===== config.mk =====
export PLATFORM = sky130hd
export DESIGN_NAME = branch_resolve_unit
export DESIGN_NICKNAME = d
export VERILOG_FILES = /design/src/rtl/branch_resolve_unit.sv
export SDC_FILE = /design/constraint.sdc
export NUM_CORES = 1
export LEC_CHECK = 0
export BUFFER_PORTS_ARGS = -buffer_cell sky130_fd_sc_hd__buf_4
export CAP_MARGIN = 15
export CELL_PAD_IN_SITES_DETAIL_PLACEMENT = 1
export CELL_PAD_IN_SITES_GLOBAL_PLACEMENT = 2
export CORE_ASPECT_RATIO = 1.4
export CORE_MARGIN = 1
export CORE_UTILIZATION = 26
export CTS_CLUSTER_DIAMETER = 120
export CTS_CLUSTER_SIZE = 14
export DETAILED_ROUTE_END_ITERATION = 10
export HOLD_SLACK_MARGIN = 0.02
export PLACE_DENSITY_LB_ADDON = 0.1
export SLEW_MARGIN = 20
export SYNTH_ARGS = -nofsm -noshare
export SYNTH_HDL_FRONTEND = slang
export SYNTH_SLANG_ARGS = --single-unit
export TNS_END_PERCENT = 10

===== constraint.sdc =====
create_clock -name clk -period 8.21 [get_ports clk]
set_input_delay 2.463 -clock clk [delete_from_list [all_inputs] [get_ports clk]]
set_output_delay 2.463 -clock clk [all_outputs]
set_load 0.02 [all_outputs]

===== src/rtl/branch_resolve_unit.sv =====
// branch_resolve_unit: decode-stage branch resolution, predictor feedback and fetch redirect
module branch_resolve_unit (
  input  logic        clk,
  input  logic        rst,
  input  logic        id_advance,
  input  logic [15:0] IF_ID_instr,
  input  logic [15:0] IF_ID_PC_next,
  input  logic [1:0]  IF_ID_prediction,
  input  logic [15:0] IF_ID_predicted_target,
  input  logic        ZF,
  input  logic        VF,
  input  logic        NF,
  input  logic        flags_pending,
  input  logic [15:0] rs_data,
  input  logic        rs_ready,
  output logic        is_branch,
  output logic        actual_taken,
  output logic [15:0] actual_target,
  output logic        wen_BTB,
  output logic        wen_BHT,
  output logic        update_PC,
  output logic [15:0] redirect_PC,
  output logic        stall_branch,
  output logic [15:0] branch_count,
  output logic [15:0] mispredict_count
);
  typedef enum logic [1:0] {IDLE, WAIT, DONE} state_t;
  state_t state_q, state_d;
  logic [15:0] branch_count_q, branch_count_d, mispredict_count_q, mispredict_count_d;
  logic is_b, is_br, cond, ready, fire, mispredicted, target_miscomputed;
  // decode the ID instruction and resolve condition and target
  always_comb begin
    is_b = IF_ID_instr[15:12] == 4'b1100;
    is_br = IF_ID_instr[15:12] == 4'b1101;
    is_branch = is_b | is_br;
    case (IF_ID_instr[11:9])
      3'b000:  cond = !ZF;
      3'b001:  cond = ZF;
      3'b010:  cond = !ZF & !NF;
      3'b011:  cond = NF;
      3'b100:  cond = ZF | (!ZF & !NF);
      3'b101:  cond = NF | ZF;
      3'b110:  cond = VF;
      default: cond = 1'b1;
    endcase
    actual_taken = is_branch & cond;
    actual_target = is_br ? rs_data : IF_ID_PC_next + {{6{IF_ID_instr[8]}}, IF_ID_instr[8:0], 1'b0};
    ready = !flags_pending & (is_b | rs_ready);
    mispredicted = IF_ID_prediction[1] != actual_taken;
    target_miscomputed = IF_ID_predicted_target != actual_target;
  end
  // one fire per branch instance: DONE absorbs the cycles ID is held after firing
  always_comb begin
    state_d = state_q;
    fire = 1'b0;
    case (state_q)
      IDLE: if (is_branch) begin
        fire = ready;
        state_d = !ready ? WAIT : id_advance ? IDLE : DONE;
      end
      WAIT: if (ready) begin
        fire = 1'b1;
        state_d = id_advance ? IDLE : DONE;
      end
      DONE: if (id_advance) state_d = IDLE;
      default: state_d = IDLE;
    endcase
    fire = fire & !rst;
    wen_BHT = fire & mispredicted;
    wen_BTB = fire & (actual_taken | target_miscomputed);
    update_PC = fire & ((actual_taken & (mispredicted | target_miscomputed)) | (IF_ID_prediction[1] & !actual_taken));
    redirect_PC = actual_taken ? actual_target : IF_ID_PC_next;
    stall_branch = !rst & is_branch & !ready & (state_q != DONE);
    branch_count_d = (fire && branch_count_q != 16'hFFFF) ? branch_count_q + 16'd1 : branch_count_q;
    mispredict_count_d = (update_PC && mispredict_count_q != 16'hFFFF) ? mispredict_count_q + 16'd1 : mispredict_count_q;
    branch_count = branch_count_q;
    mispredict_count = mispredict_count_q;
  end
  // state and saturating counter registers
  always_ff @(posedge clk) begin
    if (rst) begin
      state_q <= IDLE;
      branch_count_q <= 16'h0000;
      mispredict_count_q <= 16'h0000;
    end else begin
      state_q <= state_d;
      branch_count_q <= branch_count_d;
      mispredict_count_q <= mispredict_count_d;
    end
  end
endmodule

==> results.sh <==
export IMPL_run_status="finished, violations left"
export IMPL_failed_checks="DRC"
export IMPL_timing_setup_tns_ps=0
export IMPL_global_route_overflow_total=0
export IMPL_crit_start="IF_ID_instr[0]"
export IMPL_ctsHtreeMaxLevel=2
export IMPL_finalInstanceArea_sq_mm=0.00477
export IMPL_synth_compound_area_share_pct=22.9
export IMPL_r2r_cells=8
export IMPL_final_nets=673
export IMPL_maxCapViolations=0
export IMPL_area_taken_by_flip_flops_and_latches_sq_um=681
export IMPL_layout_cells_most_common="sky130_fd_sc_hd__buf_4"
export IMPL_die_y_microns=137
export IMPL_postRouteWirelength_mm=12.2
export IMPL_worstHoldPathCells=2
export IMPL_synthesized_netlist_net_count=532
export IMPL_synth_simple_area_share_pct=29.1
export IMPL_xor_and_xnor_fraction_of_the_mapped_netlist_area_pct=8.27
export IMPL_grt_start_max_net_pins=36
export IMPL_cts_inserted_buffers=5
export IMPL_timing_clock_skew_ps=4.24
export IMPL_cts_sinks=34
export IMPL_synth_seq_cells=34
export IMPL_required_time_of_the_worst_setup_path_ps=5750
export IMPL_drive_above_1_share_pct=33.2
export IMPL_synth_adder_area_share_pct=6.50
export IMPL_timing_hold_violations_final=0
export IMPL_cpPeakStageDelay_ps=440
export IMPL_critPathArrivalTime_ps=5570
export IMPL_rsz0062_at_grt="false"
export IMPL_synth_avg_cell_area_sq_um=7.68
export IMPL_multiInputGateArea_sq_mm=0.00257
export IMPL_row_count=49
export IMPL_fp_dieW_microns=98.5
export IMPL_clock_tree_from_tritoncts="built"
export IMPL_post_synthesis_cell_area_sq_mm=0.00339
export IMPL_finish_utilization_pct=37.4
export IMPL_grt_pass1_wl_mm=19.4
export IMPL_dpl_worst_slack_ps=24.3
export IMPL_worst_setup_path_endpoint="wen_BTB"
export IMPL_synth_edff_count=0
export IMPL_min_path_type="reg -> reg"
export IMPL_critical_path_reg2reg_endpoint="mispredict_count[10]"
export IMPL_timing_hold_ws_ps=508
export IMPL_period_needed_ps=8030
export IMPL_max_freq_ghz=0.124
export IMPL_ctsRootBufferMaster="sky130_fd_sc_hd__clkbuf_16"
export IMPL_yosysWarningCount=0
export IMPL_hpwl_mm=9.87
export IMPL_port_buffers=142
export IMPL_powerDensity_mw_per_mm2=124
export IMPL_boundaryPins=144
export IMPL_final_max_slew_violation_count=0
export IMPL_post_cts_hold_buffer_count=0
export IMPL_tightest_slew_ps=899
export IMPL_drtAntennaViolNets=0
export IMPL_crit_path_start_kind="input pin"
export IMPL_synth_flop_cell="sky130_fd_sc_hd__dfxtp_1"
export IMPL_synth_async_reset_ratio_pct=0
export IMPL_average_wire_length_per_cell_after_detail_routing_microns=16.7
export IMPL_critical_path_class="in -> out"
export IMPL_grt_util_all_layers_pct=18.2
export IMPL_via_count=3899
export IMPL_regToRegStartpoint="state_q[1]"
export IMPL_buffering_stage_count_on_the_worst_path_with_inverters_included=2
export IMPL_detailed_place_area_sq_mm=0.00461
export IMPL_drc=10
export IMPL_worst_skew_pair_later_pin_latency_ps=280
export IMPL_drt_vias_per_instance=5.31
export IMPL_coreArea_sq_mm=0.0128
export IMPL_number_of_global_route_vias_before_repair=3902
export IMPL_place_congestion=0.879
export IMPL_setup_ws_ps=177
export IMPL_cp_end_kind="output port"
export IMPL_max_slew_margin_rel_pct=40.1
export IMPL_path_depth=13
export IMPL_netlist_instances=441
export IMPL_area_growth_synth_to_final_pct=40.8
export IMPL_critical_path_cell_chain="buf_4 -> ha_1 -> fa_1 -> xor2_1 -> mux2_2 -> xor2_1 -> nor4_1 -> nand3_1 -> a2111oi_4 -> nand3_1 -> a211o_1 -> o21a_1 -> buf_4"
export IMPL_grt_antenna_before_repair=0
export IMPL_finalSetupViolCount=0
export IMPL_p_leak_nw=2.04
export IMPL_dr_first_iter_drc_count=68
export IMPL_layout_common_cells="sky130_fd_sc_hd__buf_4, sky130_fd_sc_hd__nor2_1, sky130_fd_sc_hd__nand2_1, sky130_fd_sc_hd__dfxtp_1, sky130_fd_sc_hd__a21oi_1"
export IMPL_crit_slowest_cell="sky130_fd_sc_hd__fa_1"
export IMPL_synthMuxAreaShare_pct=8.64
export IMPL_worst_ir_drop_vdd_uv=113
export IMPL_floorplan_die_area_sq_mm=0.0135
export IMPL_post_route_period_util_pct=97.8
export IMPL_synth_yosys_seq_area_share_pct=20.1
export IMPL_setup_reg_to_reg_worst_slack_ps=5900
export IMPL_num_fill_cells=1589
export IMPL_timing_critical_path_max_delay_family="compound AO/OA/AOI/OAI gates"
export IMPL_clkSlewWorstSetupHoldPaths_ps=60
export IMPL_cts_buffer_depth=2
export IMPL_drt_pass1_iterations=9
export IMPL_antenna_cells=0
export IMPL_floorplan_initialDensity_pct=26.6
export IMPL_synth_lib_cells_used_distinct=62
export IMPL_cp_max_fo=3
export IMPL_main_combinational_cell_family_by_area_after_synthesis="simple AND/OR/NAND/NOR gates"
==> worst min path at each step <==
stage / from / endpoint / slack [ps]
after floorplan: state_q[1] / state_q[1] / 530
after global placement: branch_count[4] / branch_count[4] / 490
after detailed placement: mispredict_count[4] / mispredict_count[4] / 500
after CTS: mispredict_count[4] / mispredict_count[4] / 510
after global routing: mispredict_count[4] / mispredict_count[4] / 550
final: mispredict_count[4] / mispredict_count[4] / 510
==> synth_stat cells (7+ instances only) <==
master                     count  area [sq um]
sky130_fd_sc_hd__clkbuf_1      7          26.3
sky130_fd_sc_hd__xor2_1       15           131
sky130_fd_sc_hd__nor2_1       45           169
sky130_fd_sc_hd__or3_1        11          68.8
sky130_fd_sc_hd__nand2_1      39           146
sky130_fd_sc_hd__xnor2_1      17           149
sky130_fd_sc_hd__o211ai_1     10          75.1
sky130_fd_sc_hd__o21ai_0      17          85.1
sky130_fd_sc_hd__inv_1        14          52.6
sky130_fd_sc_hd__dfxtp_1      34           681
sky130_fd_sc_hd__nand3_1      23           115
sky130_fd_sc_hd__nor4_1        8          50.1
sky130_fd_sc_hd__a21oi_1      27           135
sky130_fd_sc_hd__ha_1         16           200
sky130_fd_sc_hd__nand4_1      13          81.3
sky130_fd_sc_hd__mux2_2       18           203
sky130_fd_sc_hd__nor3_1       15          75.1
sky130_fd_sc_hd__and3_1       10          62.6
==> worst register-to-register path, delay by kind of cell, from the launching register on <==
| kind | cells | cell delay (ps) |
|---|---|---|
| AOI/OAI and AO/OA | 3 | 770 |
| and+or+nand+nor | 4 | 750 |
| muxes | 1 | 350 |
| DFF | 1 | 320 |
==> per-layer routing <==
metal  part of all wire [%]  vias up  global-route usage [%]
met5                      0        -                       0
met4                    2.5        0                    7.13
met3                    5.0       17                    2.96
met2                     54       99                    35.5
met1                     39     1870                    19.3
li1                       -     1913                       -
==> power by group <==
| group | internal (mW) | switching (mW) |
|---|---|---|
| Clock | 0.117 | 0.0695 |
| Combinational | 0.108 | 0.132 |
| Sequential | 0.166 | 0.000491 |
==> state kept, by name, summed over array words and instances (netlist names) <==
register and flops:
state_q 2, mispredict_count 16, branch_count 16
==> timing repair <==
item | 4_1_cts | 5_1_grt
buffers inserted | 0 | 1
resized for setup | 0 | 4
setup endpoints to repair | 0 | 2
==> cells by family (layout without fill, tap and decap cells) <==
logic type	count (synthesis)	after routing
muxes	26	26
AOI/OAI and AO/OA	109	109
buffers and inverters	31	171
xor gates and xnor gates	32	32
and+or+nand+nor	192	192
DFF	34	34
adders and majority gates	17	17
==> stage by stage <==
step	std cells	power (mW)
after global routing	734	0.630
after floorplan	441	0.311
final	734	0.592
after CTS	733	0.601
after global placement	727	0.406
after detailed placement	727	0.410
==> area by class of cell <==
cell class | instances | area share, %
multi-input combinational | 376 | 53.9
timing repair buffer | 151 | 23.8
sequential | 34 | 14.3
tap | 153 | 4.01
clock buffer | 6 | 2.91
inverter | 14 | 1.10
Note: power is estimated with default switching activity, not from simulation.
